## src/rtl/expr_arbiter.sv

```systemverilog
// ============================================================================
// expr_arbiter
//
// Purpose:
//   Two requesters stream ASCII characters that form small arithmetic
//   expressions ("1+2*3;"). One requester at a time is granted the
//   recognizer. It keeps ownership until its terminator character has been
//   accepted. The block then presents a verdict: well-formed or not, who sent
//   it, and how many characters it had. The verdict is held until the
//   consumer takes it.
//
//   A well-formed expression is a set of single digits separated by single
//   '+' or '*' operators. It must contain at least one digit and no more than
//   MAXLEN characters, not counting the terminator.
//
// Parameters:
//   TERM    terminator character that closes an expression (default ';')
//   MAXLEN  maximum expression length excluding TERM (legal range 1..62)
//
// Ports:
//   clk         rising-edge clock
//   clr_n       asynchronous active-low reset
//   req0_valid  requester 0 presents a character
//   req0_char   requester 0 character
//   req0_ready  requester 0 character accepted when valid && ready
//   req1_valid  requester 1 presents a character
//   req1_char   requester 1 character
//   req1_ready  requester 1 character accepted when valid && ready
//   res_valid   verdict available
//   res_ready   consumer takes the verdict when res_valid && res_ready
//   res_ok      1 = expression well-formed
//   res_id      requester that owned the expression
//   res_len     accepted characters excluding TERM, saturating at MAXLEN+1
//   busy        control FSM is not idle
// ============================================================================
module expr_arbiter #(
    parameter logic [7:0] TERM   = 8'h3B,
    parameter int         MAXLEN = 16
) (
    input  logic       clk,
    input  logic       clr_n,
    input  logic       req0_valid,
    input  logic [7:0] req0_char,
    output logic       req0_ready,
    input  logic       req1_valid,
    input  logic [7:0] req1_char,
    output logic       req1_ready,
    output logic       res_valid,
    input  logic       res_ready,
    output logic       res_ok,
    output logic       res_id,
    output logic [5:0] res_len,
    output logic       busy
);

    // Control FSM: waiting for a requester, streaming one expression, holding
    // the verdict for the consumer.
    typedef enum logic [1:0] {
        IDLE = 2'd0,
        RUN  = 2'd1,
        DONE = 2'd2
    } ctrl_state_t;

    // Expression recognizer: START before the first character, NUM after a
    // digit, OP after an operator, ERR once anything illegal has been seen.
    typedef enum logic [1:0] {
        START = 2'd0,
        NUM   = 2'd1,
        OP    = 2'd2,
        ERR   = 2'd3
    } rec_state_t;

    typedef enum logic [1:0] {
        CLS_DIGIT = 2'd0,
        CLS_OP    = 2'd1,
        CLS_OTHER = 2'd2,
        CLS_TERM  = 2'd3
    } char_class_t;

    // The length counter stops one past MAXLEN. Any value above MAXLEN
    // already means "too long", so the counter never needs to grow further.
    localparam logic [5:0] LEN_MAX = 6'(MAXLEN);
    localparam logic [5:0] LEN_SAT = 6'(MAXLEN + 1);

    ctrl_state_t ctrlState_q, ctrlState_d;
    rec_state_t  recState_q, recState_d;
    logic [5:0]  len_q, len_d;
    logic        ownerId_q, ownerId_d;
    logic        lastId_q, lastId_d;
    logic        ready0_q, ready0_d;
    logic        ready1_q, ready1_d;
    logic        resValid_q, resValid_d;
    logic        resOk_q, resOk_d;
    logic        resId_q, resId_d;
    logic [5:0]  resLen_q, resLen_d;
    logic        busy_q, busy_d;

    logic        ownerValid;
    logic        ownerReady;
    logic [7:0]  ownerChar;
    logic        accept;
    char_class_t ownerClass;

    function automatic char_class_t classify(input logic [7:0] c);
        char_class_t cls;
        if (c == TERM) begin
            cls = CLS_TERM;
        end else if ((c >= 8'h30) && (c <= 8'h39)) begin
            cls = CLS_DIGIT;
        end else if ((c == 8'h2B) || (c == 8'h2A)) begin
            cls = CLS_OP;
        end else begin
            cls = CLS_OTHER;
        end
        return cls;
    endfunction

    // A digit must follow START or an operator. An operator must follow a
    // digit. Anything else falls into ERR, and ERR never leaves.
    function automatic rec_state_t recStep(input rec_state_t s, input char_class_t c);
        rec_state_t n;
        n = ERR;
        case (s)
            START:   n = (c == CLS_DIGIT) ? NUM : ERR;
            NUM:     n = (c == CLS_OP)    ? OP  : ERR;
            OP:      n = (c == CLS_DIGIT) ? NUM : ERR;
            default: n = ERR;
        endcase
        return n;
    endfunction

    // Steer the granted requester's handshake into the shared recognizer.
    // Acceptance uses the registered ready. This keeps the handshake
    // identical to what the requester saw on its ready output.
    always_comb begin
        ownerValid = ownerId_q ? req1_valid : req0_valid;
        ownerChar  = ownerId_q ? req1_char  : req0_char;
        ownerReady = ownerId_q ? ready1_q   : ready0_q;
        accept     = (ctrlState_q == RUN) && ownerReady && ownerValid;
        ownerClass = classify(ownerChar);
    end

    // Next-state logic for the control FSM, the recognizer, and the
    // registered outputs. Every output is computed from the next state, so the
    // output registers line up with the state they describe.
    always_comb begin
        ctrlState_d = ctrlState_q;
        recState_d  = recState_q;
        len_d       = len_q;
        ownerId_d   = ownerId_q;
        lastId_d    = lastId_q;
        resValid_d  = resValid_q;
        resOk_d     = resOk_q;
        resId_d     = resId_q;
        resLen_d    = resLen_q;

        case (ctrlState_q)
            IDLE: begin
                // On a tie, the requester not served last gets the grant.
                // After reset lastId is 1, so requester 0 wins the first tie.
                if (req0_valid || req1_valid) begin
                    ctrlState_d = RUN;
                    recState_d  = START;
                    len_d       = 6'd0;
                    if (req0_valid && req1_valid) begin
                        ownerId_d = ~lastId_q;
                    end else begin
                        ownerId_d = req1_valid;
                    end
                end
            end

            RUN: begin
                if (accept) begin
                    if (ownerClass == CLS_TERM) begin
                        ctrlState_d = DONE;
                        resValid_d  = 1'b1;
                        resOk_d     = (recState_q == NUM) && (len_q <= LEN_MAX);
                        resId_d     = ownerId_q;
                        resLen_d    = len_q;
                    end else begin
                        recState_d = recStep(recState_q, ownerClass);
                        if (len_q != LEN_SAT) begin
                            len_d = len_q + 6'd1;
                        end
                    end
                end
            end

            DONE: begin
                if (res_ready) begin
                    ctrlState_d = IDLE;
                    resValid_d  = 1'b0;
                    lastId_d    = resId_q;
                end
            end

            default: begin
                ctrlState_d = IDLE;
                resValid_d  = 1'b0;
            end
        endcase

        ready0_d = (ctrlState_d == RUN) && !ownerId_d;
        ready1_d = (ctrlState_d == RUN) &&  ownerId_d;
        busy_d   = (ctrlState_d != IDLE);
    end

    // State and output registers. Reset drops any partial expression or
    // pending verdict immediately.
    always_ff @(posedge clk or negedge clr_n) begin
        if (!clr_n) begin
            ctrlState_q <= IDLE;
            recState_q  <= START;
            len_q       <= 6'd0;
            ownerId_q   <= 1'b0;
            lastId_q    <= 1'b1;
            ready0_q    <= 1'b0;
            ready1_q    <= 1'b0;
            resValid_q  <= 1'b0;
            resOk_q     <= 1'b0;
            resId_q     <= 1'b0;
            resLen_q    <= 6'd0;
            busy_q      <= 1'b0;
        end else begin
            ctrlState_q <= ctrlState_d;
            recState_q  <= recState_d;
            len_q       <= len_d;
            ownerId_q   <= ownerId_d;
            lastId_q    <= lastId_d;
            ready0_q    <= ready0_d;
            ready1_q    <= ready1_d;
            resValid_q  <= resValid_d;
            resOk_q     <= resOk_d;
            resId_q     <= resId_d;
            resLen_q    <= resLen_d;
            busy_q      <= busy_d;
        end
    end

    assign req0_ready = ready0_q;
    assign req1_ready = ready1_q;
    assign res_valid  = resValid_q;
    assign res_ok     = resOk_q;
    assign res_id     = resId_q;
    assign res_len    = resLen_q;
    assign busy       = busy_q;

endmodule
```

## config.mk

```make
export PLATFORM = sky130hd
export DESIGN_NAME = expr_arbiter
export DESIGN_NICKNAME = d
export VERILOG_FILES = /design/src/rtl/expr_arbiter.sv
export SDC_FILE = /design/constraint.sdc
export NUM_CORES = 1
export LEC_CHECK = 0
export ABC_AREA = 0
export CAP_MARGIN = 20
export CORE_MARGIN = 1.5
export CORE_UTILIZATION = 52
export DETAILED_ROUTE_END_ITERATION = 8
export GPL_TIMING_DRIVEN = 0
export PLACE_DENSITY_LB_ADDON = 0.2
export SYNTH_ARGS = -nofsm -noshare
export SYNTH_HDL_FRONTEND = slang
export SYNTH_SLANG_ARGS = --single-unit
```

## constraint.sdc

```tcl
create_clock -name clk -period 2.6 [get_ports clk]
set_input_delay 0.78 -clock clk [delete_from_list [all_inputs] [get_ports clk]]
set_output_delay 0.78 -clock clk [all_outputs]
set_load 0.05 [all_outputs]
```

Word-level counts from Yosys, hierarchy flattened. Index checks and enable logic that the tools add are counted. Widths: inputs -> output; s select.

Add/subtract/negate cells: 1. Magnitude comparators: 3. Equality and inequality tests: 17. Multiplexer cells: 30. Bitwise gates (word level): 2. Reductions and logical operators: 21.

Operator list (number): $eq 8x6->1 const B (3); $mux 6 (4); $mux 2 (11); $pmux 6 s2 (1); $mux 1 (9); $eq 2x1->1 const B (4); $ge 8x6->1 const B (1); $le 8x6->1 const B (1); $mux 8 (1); $ne 2x2->1 const B (4); $pmux 2 s2 (2); $reduce_and 4->1 (2); $logic_and 1x1->1 (7); $add 6x1->6 const B (1); $eq 2x2->1 const B (3); $le 6x5->1 const B (1); $logic_not 2->1 (3); $ne 6x5->1 const B (1); $pmux 2 s3 (1); $reduce_and 5->1 (1); $ne 2x1->1 const B (2); $reduce_bool 2->1 (2); $pmux 1 s3 (1); $reduce_and 3->1 (1); other kinds (5) (7).

Register bits: 24. Output and inout port bits: 12. Logic and storage cells: 86.

Logic depth before layout (Yosys ltp). Gate-level depths: netlist of the first run.

Depth in word-level cells: 12. Gate-level depth with buffers: 7.

Least setup slack after synthesis of the first run. OpenSTA, ideal clock, no wires.

Path kind: in2reg. Start: in req0_char[1]. End: reg resId_q, in the netlist res_id. Setup time: 0.125 ns. Data arrival time: 1.778 ns. Setup slack: 0.696 ns. Stages on the path: 5. Cells stage by stage: nand2_1 > nor4bb_4 > o211ai_4 > buf_6 > mux2_4.

Cells in the longest elaborated chain, start to end: 8.

RTL lines: start, declared (RTL line 43) `input logic [7:0] req0_char,`; $mux 8 (*) (RTL line 137) `ownerChar = ownerId_q ? req1_char : req0_char;`; branches (longest 4 deep; another with $ge 8x6->1); $mux 2 (*) (RTL line 106) `if (c == TERM) begin`; $eq 2x2->1 (*) (RTL line 175) `if (ownerClass == CLS_TERM) begin`; $reduce_and 3->1 (no source line) (*); end signal, assigned (RTL line 235) `resId_q <= resId_d;`; end, declared (RTL line 94) `logic resId_q, resId_d;`.

Mark *: on every way between the ends. A chain may end at the register's enable or synchronous reset.

Final worst setup path of the first run.
Start: reg ready0_q, in the netlist req0_ready. End: out req0_ready.

RTL lines: start, declared (RTL line 90) `logic ready0_q, ready0_d;`; start signal, assigned (RTL line 231) `ready0_q <= ready0_d;`; end, declared (RTL line 44) `output logic req0_ready,`.

No word-level cell between the ends.

==> results of run 1 <==
-- cells in the mapped netlist (2+ instances only) --
cell type	instances
nand3_1	4
mux2_2	3
a21oi_1	3
mux2i_1	5
dfrtp_1	23
o21ai_0	6
nand2b_1	3
ha_1	3
nand2_1	20
nor3_1	3
nand4b_1	2
nor2b_1	2
nor2_1	6
mux2_4	3
buf_6	2
inv_1	4
-- final cells by class --
class | instances | area, sq um | area share, %
buffer | 2 | 22.52 | 1.274
sequential | 24 | 601.8 | 34.04
inverter | 4 | 15.01 | 0.8493
tap | 30 | 37.54 | 2.123
clock buffer | 4 | 36.28 | 2.052
multi-input combinational | 91 | 706.9 | 39.99
timing repair buffer | 33 | 347.8 | 19.67
-- cell families after synthesis --
logic type / count (synthesis) / synth area share (%)
and+or+nand+nor: 54 / 25.93
DFF: 24 / 44.70
AOI/OAI and AO/OA: 23 / 14.22
muxes: 11 / 9.572
buffers and inverters: 6 / 2.788
adders and majority gates: 3 / 2.788
-- power by group --
| part | internal [W] | switching, W | total [W] |
|---|---|---|---|
| logic | 0.000245 | 0.000337 | 0.000581 |
| clock network | 0.0000854 | 0.000110 | 0.000196 |
| registers | 0.000447 | 0.0000755 | 0.000523 |
| total | 0.000777 | 0.000523 | 0.00130 |
-- metrics by stage --
stage          hold slack (ns)  total power [W]  std cells  utilization, %  cell area (sq um)
5_1_grt                 0.5110         0.001375        188           72.02               1768
4_1_cts                 0.4952         0.001301        187           70.90               1740
2_1_floorplan           0.4844        0.0009218        121               -               1346
3_3_place_gp            0.4590         0.001080        183           69.42               1704
6_report                0.4927         0.001300        188           72.02               1768
3_5_place_dp            0.4649         0.001108        183           69.42               1704
-- how the worst min path moves through the flow --
stage / startpoint / end / slack [ns] / depth (start not counted)
after floorplan: clr_n / busy$_DFF_PN0_ / 0.48 / 0
after global placement: res_ok$_DFFE_PN0P_ / res_ok$_DFFE_PN0P_ / 0.46 / 1
after detailed placement: res_ok$_DFFE_PN0P_ / res_ok$_DFFE_PN0P_ / 0.46 / 1
after CTS: res_ok$_DFFE_PN0P_ / res_ok$_DFFE_PN0P_ / 0.50 / 1
after global routing: res_ok$_DFFE_PN0P_ / res_ok$_DFFE_PN0P_ / 0.51 / 1
final: res_ok$_DFFE_PN0P_ / res_ok$_DFFE_PN0P_ / 0.49 / 1
-- state kept, by name (all words and copies together), names as in the netlist, 2 cells and up --
register,flops
res_len,6
len_q,6
recState_q,2
ctrlState_q,2
-- metal layers --
metal | vias up | share of wire (%) | routed length (um) | track usage [%]
met4 | 0 | 0.55 | 15 | 5.556
met5 | - | 0 | 0 | 0
met1 | 493 | 45 | 1217 | 25.71
met3 | 2 | 4.2 | 115 | 2.500
li1 | 514 | - | - | -
met2 | 35 | 50 | 1373 | 37.20
==> qor.csv, run 1 <==
stage,metric,value,unit
outcome,run status,finished clean,
drt,1st-iter DRT viols,27,
drt,wire per inst,14.48,um
clock_network,clock slew at the register clock pins of the worst setup and hold paths,0.13,ns
synthesis,number of synthesized flops with an enable pin,0,
synthesis,top cells by area in the synthesized netlist,"dfrtp_1 (43%), nand2_1 (5.6%), mux2i_1 (3.7%)",
clock_network,CTS tree,done,
critical_path,CP peak stage delay,0.82,ns
critical_path,crit path cell chain,clkdlybuf4s50_1,
drt,Vias,1044,
synthesis,Syn Inst Count,121,
sta,Slew HR,55.25,%
critical_path,"Req. time, crit path",1.82,ns
final_layout,area delta synth->final,31.32,%
final_layout,"commonest non-fill, non-tap cell in the layout",clkdlybuf4s50_1,
sta,Final Hold Vio Count,0,
grt,initial antenna violation count,0,
critical_path,CP startpoint kind,flip-flop,
synthesis,net count after synthesis,145,
synthesis,Unique masters post-synth,45,
sta,setup TNS,0,ns
placed_design,routability congestion estimate,0.8116,
floorplan,Initial Utilization,54.84,%
drt,first-pass iteration count of the detailed router,4,
final_layout,layout cell share with drive strength beyond 1,17.72,%
grt,gr ovfl total,0,
critical_path,r2r setup slk,0.86,ns
clock_network,CTS Sinks,24,
synthesis,Yosys top cell by area,dfrtp_1,
floorplan,Core Box Area,2455,sq um
sta,Period minus WS final,2.320,ns
critical_path,WP depth,1,
floorplan,die width,53.88,um
sta,final setup margin,0.2801,ns
critical_path,Crit. End Element,primary output,
clock_network,Post-CTS Hold Buffers,0,
critical_path,CP Launch Point,req0_ready$_DFF_PN0_,
critical_path,worst reg2reg path depth,6,
critical_path,Bufs and invs on worst path,1,
grt,GRT Total Usage,20.61,%
power,maximum VDD drop,0.7275,mV
run,# Max-Cap Violations,0,
drt,final WL,2722,um
sta,Final Skew,0.002257,ns
critical_path,cell family with most CP delay,buffers and inverters,
critical_path,crit-path max FO,2,
grt,largest net degree at the start of global routing,25,
sta,Least-Margin Pin Slew,0.6668,ns
clock_network,Max Root-Sink Buffers,2,
synthesis,register area share after synthesis,44.70,%
synthesis,post-synth top area share,42.75,%
synthesis,async set-or-reset flop fraction in the synthesized netlist,100.0,%
synthesis,Synth Register Bits,24,
placed_design,PortBufs,32,
final_layout,Fillers,200,
clock_network,Num CTS Buffers,3,
synthesis,syn_area_per_cell,11.13,sq um
sta,Final setup viols,0,
grt,first-pass GRT wire length,4284,um
placed_design,pre-CTS WS,0.03905,ns
critical_path,RR Endpoint,req1_ready$_DFF_PN0_,
drt,post-DR vias/cell,5.553,
synthesis,Main synth FF type,dfrtp_1,
final_layout,Final nets,183,
clock_network,Post-CTS Setup Bufs,0,
floorplan,die span in y,53.88,um
critical_path,R2R Path Start,ownerId_q$_DFF_PN0_,
floorplan,row cnt,18,
clock_network,clock root buffer,clkbuf_4,
sta,unrepaired setup endpoints after global routing,no,
worst_hold_path,Min-Delay Path Class,flip-flop to flip-flop,
critical_path,worst setup path end,req0_ready,
clock_network,post_cts resized,0,
final_layout,most frequent cells in the layout,"clkdlybuf4s50_1 (32), dfrtp_1 (23), nand2_1 (20), nor2_1 (6), o21ai_0 (6)",
grt,vias in the first global route,971,
floorplan,die area,2903,sq um
critical_path,critical path data arrival time,1.54,ns
drt,Post-route DRC,0,
clock_network,Worst-Skew Late Latency,0.30,ns
sta,Fmax,431.1,MHz
synthesis,Ys Warns,0,
floorplan,IO Count,33,
power,pwr dens,735.3,nW/um^2
drt,DRT antenna net count,0,
power,leakage,0.7777,nW
critical_path,Worst Setup Path Type,flip-flop to primary output,
synthesis,synthesized cell area,1346,sq um
final_layout,Inserted Diodes,0,
sta,Pins Over Slew Limit,0,
placed_design,DP HPWL,2155,um
clock_network,H-Tree Depth,1,
sta,fin crit share,89.23,%
critical_path,Crit-path slowest cell,clkdlybuf4s50_1,
(Power assumes the default switching activity.)
==> run 2: changes to the inputs <==
--- a/config.mk
+++ b/config.mk
@@ -7,7 +7,7 @@
 export LEC_CHECK = 0
 export ABC_AREA = 0
 export CAP_MARGIN = 20
-export CORE_MARGIN = 1.5
+export CORE_MARGIN = 10
 export CORE_UTILIZATION = 52
 export DETAILED_ROUTE_END_ITERATION = 8
 export GPL_TIMING_DRIVEN = 0
==> qor.csv, run 2 (same netlist as run 1, synthesis figures left out) <==
stage,metric,value,unit,change
drt,1st-iter DRT viols,37,,was 27
sta,Final setup viols,0,,unchanged
floorplan,row cnt,18,,unchanged
floorplan,Initial Utilization,54.34,%,was 54.84%
critical_path,Crit-path slowest cell,clkdlybuf4s50_1,,unchanged
final_layout,fin area,1768,sq um,unchanged
drt,Post-route DRC,0,,unchanged
sta,Final Skew,0.005611,ns,was 0.002257 ns
outcome,run status,finished clean,,unchanged
critical_path,CP peak stage delay,0.83,ns,was 0.82 ns
floorplan,IO Count,33,,unchanged
grt,largest net degree at the start of global routing,25,,unchanged
clock_network,Num CTS Buffers,3,,unchanged
critical_path,Bufs and invs on worst path,1,,unchanged
drt,final WL,2849,um,was 2722 um
critical_path,critical path data arrival time,1.55,ns,was 1.54 ns
grt,initial antenna violation count,0,,unchanged
placed_design,DP HPWL,2337,um,was 2155 um
placed_design,placed inst area,1704,sq um,unchanged
clock_network,Worst-Skew Late Latency,0.31,ns,was 0.30 ns
drt,post-DR vias/cell,5.590,,was 5.553
clock_network,post_cts resized,0,,unchanged
clock_network,clock slew at the register clock pins of the worst setup and hold paths,0.13,ns,about the same
clock_network,Max Root-Sink Buffers,2,,unchanged
clock_network,Post-CTS Setup Bufs,0,,unchanged
sta,Slew HR,54.60,%,was 55.25%
floorplan,die span in y,70.88,um,was 53.88 um
critical_path,Crit. End Element,primary output,,unchanged
drt,DRT antenna net count,0,,unchanged
drt,wire per inst,15.15,um,was 14.48 um
grt,first-pass GRT wire length,4850,um,was 4284 um
worst_hold_path,Min-Delay Path Class,flip-flop to flip-flop,,unchanged
grt,GRT Total Usage,11.43,%,was 20.61%
sta,Fmax,430.0,MHz,was 431.1 MHz
sta,Pins Over Slew Limit,0,,unchanged
floorplan,die area,5024,sq um,was 2903 sq um
floorplan,Core Box Area,2477,sq um,was 2455 sq um
sta,setup TNS,0,ns,unchanged
run,# Max-Cap Violations,0,,unchanged
clock_network,H-Tree Depth,1,,unchanged
clock_network,CTS tree,done,,unchanged
power,maximum VDD drop,0.6672,mV,was 0.7275 mV
clock_network,Post-CTS Hold Buffers,0,,unchanged
grt,gr ovfl total,0,,unchanged
placed_design,PortBufs,32,,unchanged
final_layout,area delta synth->final,31.32,%,unchanged
power,leakage,0.7777,nW,unchanged
sta,Period minus WS final,2.326,ns,was 2.320 ns
sta,Least-Margin Pin Slew,0.6765,ns,was 0.6668 ns
placed_design,routability congestion estimate,0.8892,,was 0.8116
final_layout,Inserted Diodes,0,,unchanged
final_layout,"commonest non-fill, non-tap cell in the layout",clkdlybuf4s50_1,,unchanged
drt,first-pass iteration count of the detailed router,6,,was 4
final_layout,Final nets,183,,unchanged
sta,unrepaired setup endpoints after global routing,no,,unchanged
sta,fin crit share,89.45,%,was 89.23%
critical_path,Worst Setup Path Type,flip-flop to primary output,,unchanged
power,pwr dens,728.6,nW/um^2,was 735.3 nW/um^2
sta,Final Hold Vio Count,0,,unchanged
drt,Vias,1051,,was 1044
floorplan,die width,70.88,um,was 53.88 um
critical_path,"Req. time, crit path",1.82,ns,about the same
final_layout,most frequent cells in the layout,"clkdlybuf4s50_1 (32), dfrtp_1 (23), nand2_1 (20), nor2_1 (6), o21ai_0 (6)",,unchanged
critical_path,cell family with most CP delay,buffers and inverters,,unchanged
critical_path,CP startpoint kind,flip-flop,,unchanged
grt,vias in the first global route,1112,,was 971
critical_path,crit path cell chain,clkdlybuf4s50_1,,unchanged
critical_path,crit-path max FO,2,,unchanged
clock_network,CTS Sinks,24,,unchanged
final_layout,layout cell share with drive strength beyond 1,17.72,%,unchanged
final_layout,"Core Util, Final",71.36,%,was 72.02%
clock_network,clock root buffer,clkbuf_4,,unchanged
==> run 2: cell counts in the layout (fill, tap and decap cells not counted) <==
Identical to the previous run, type by type.
==> run 2: worst paths after layout <==
check	end	cells past startpoint	slack, ns	start
worst max-delay path	req0_ready	1	0.27	req0_ready$_DFF_PN0_
worst min-delay path	res_ok$_DFFE_PN0P_	1	0.50	res_ok$_DFFE_PN0P_
worst max register to register	res_id$_DFFE_PN0P_	6	0.91	ownerId_q$_DFF_PN0_
worst min register to register	res_ok$_DFFE_PN0P_	1	0.50	res_ok$_DFFE_PN0P_
max in group asynchronous	ownerId_q$_DFF_PN0_	2	1.43	clr_n
min in group asynchronous	res_id$_DFFE_PN0P_	1	0.75	clr_n
==> run 2: cell type report <==
cell class | instances | area [sq um]
Timing Repair Buffer | 33 | 347.8
Multi-Input combinational cell | 91 | 706.9
Clock buffer | 4 | 36.28
Inverter | 4 | 15.01
Buffer | 2 | 22.52
Tap cell | 30 | 37.54
Fill cell | 207 | 709.4
Sequential cell | 24 | 601.8
==> run 2: power breakdown <==
group          switching, W  leakage, nW  internal, W
sequential        0.0000753        0.301     0.000447
combinational      0.000328        0.456     0.000243
clock              0.000109       0.0210    0.0000856
==> run 2: through the flow <==
step	instances	hold slack, ns	setup WS (ns)	total power (W)
after global placement	183	0.4578	0.1049	0.001081
after detailed placement	183	0.4721	0.06766	0.001102
final	188	0.5005	0.2743	0.001288
after floorplan	121	0.4844	0.6964	0.0009218
after CTS	187	0.5030	0.2588	0.001295
after global routing	188	0.5117	0.2189	0.001383
==> run 2: layer usage <==
metal  GRT usage, %  up-vias  wire length [um]
met1          12.90      500              1242
li1               -      512                 -
met3          4.463        5               193
met4          3.871        0                31
met2          19.19       34              1382
met5              0        -                 0
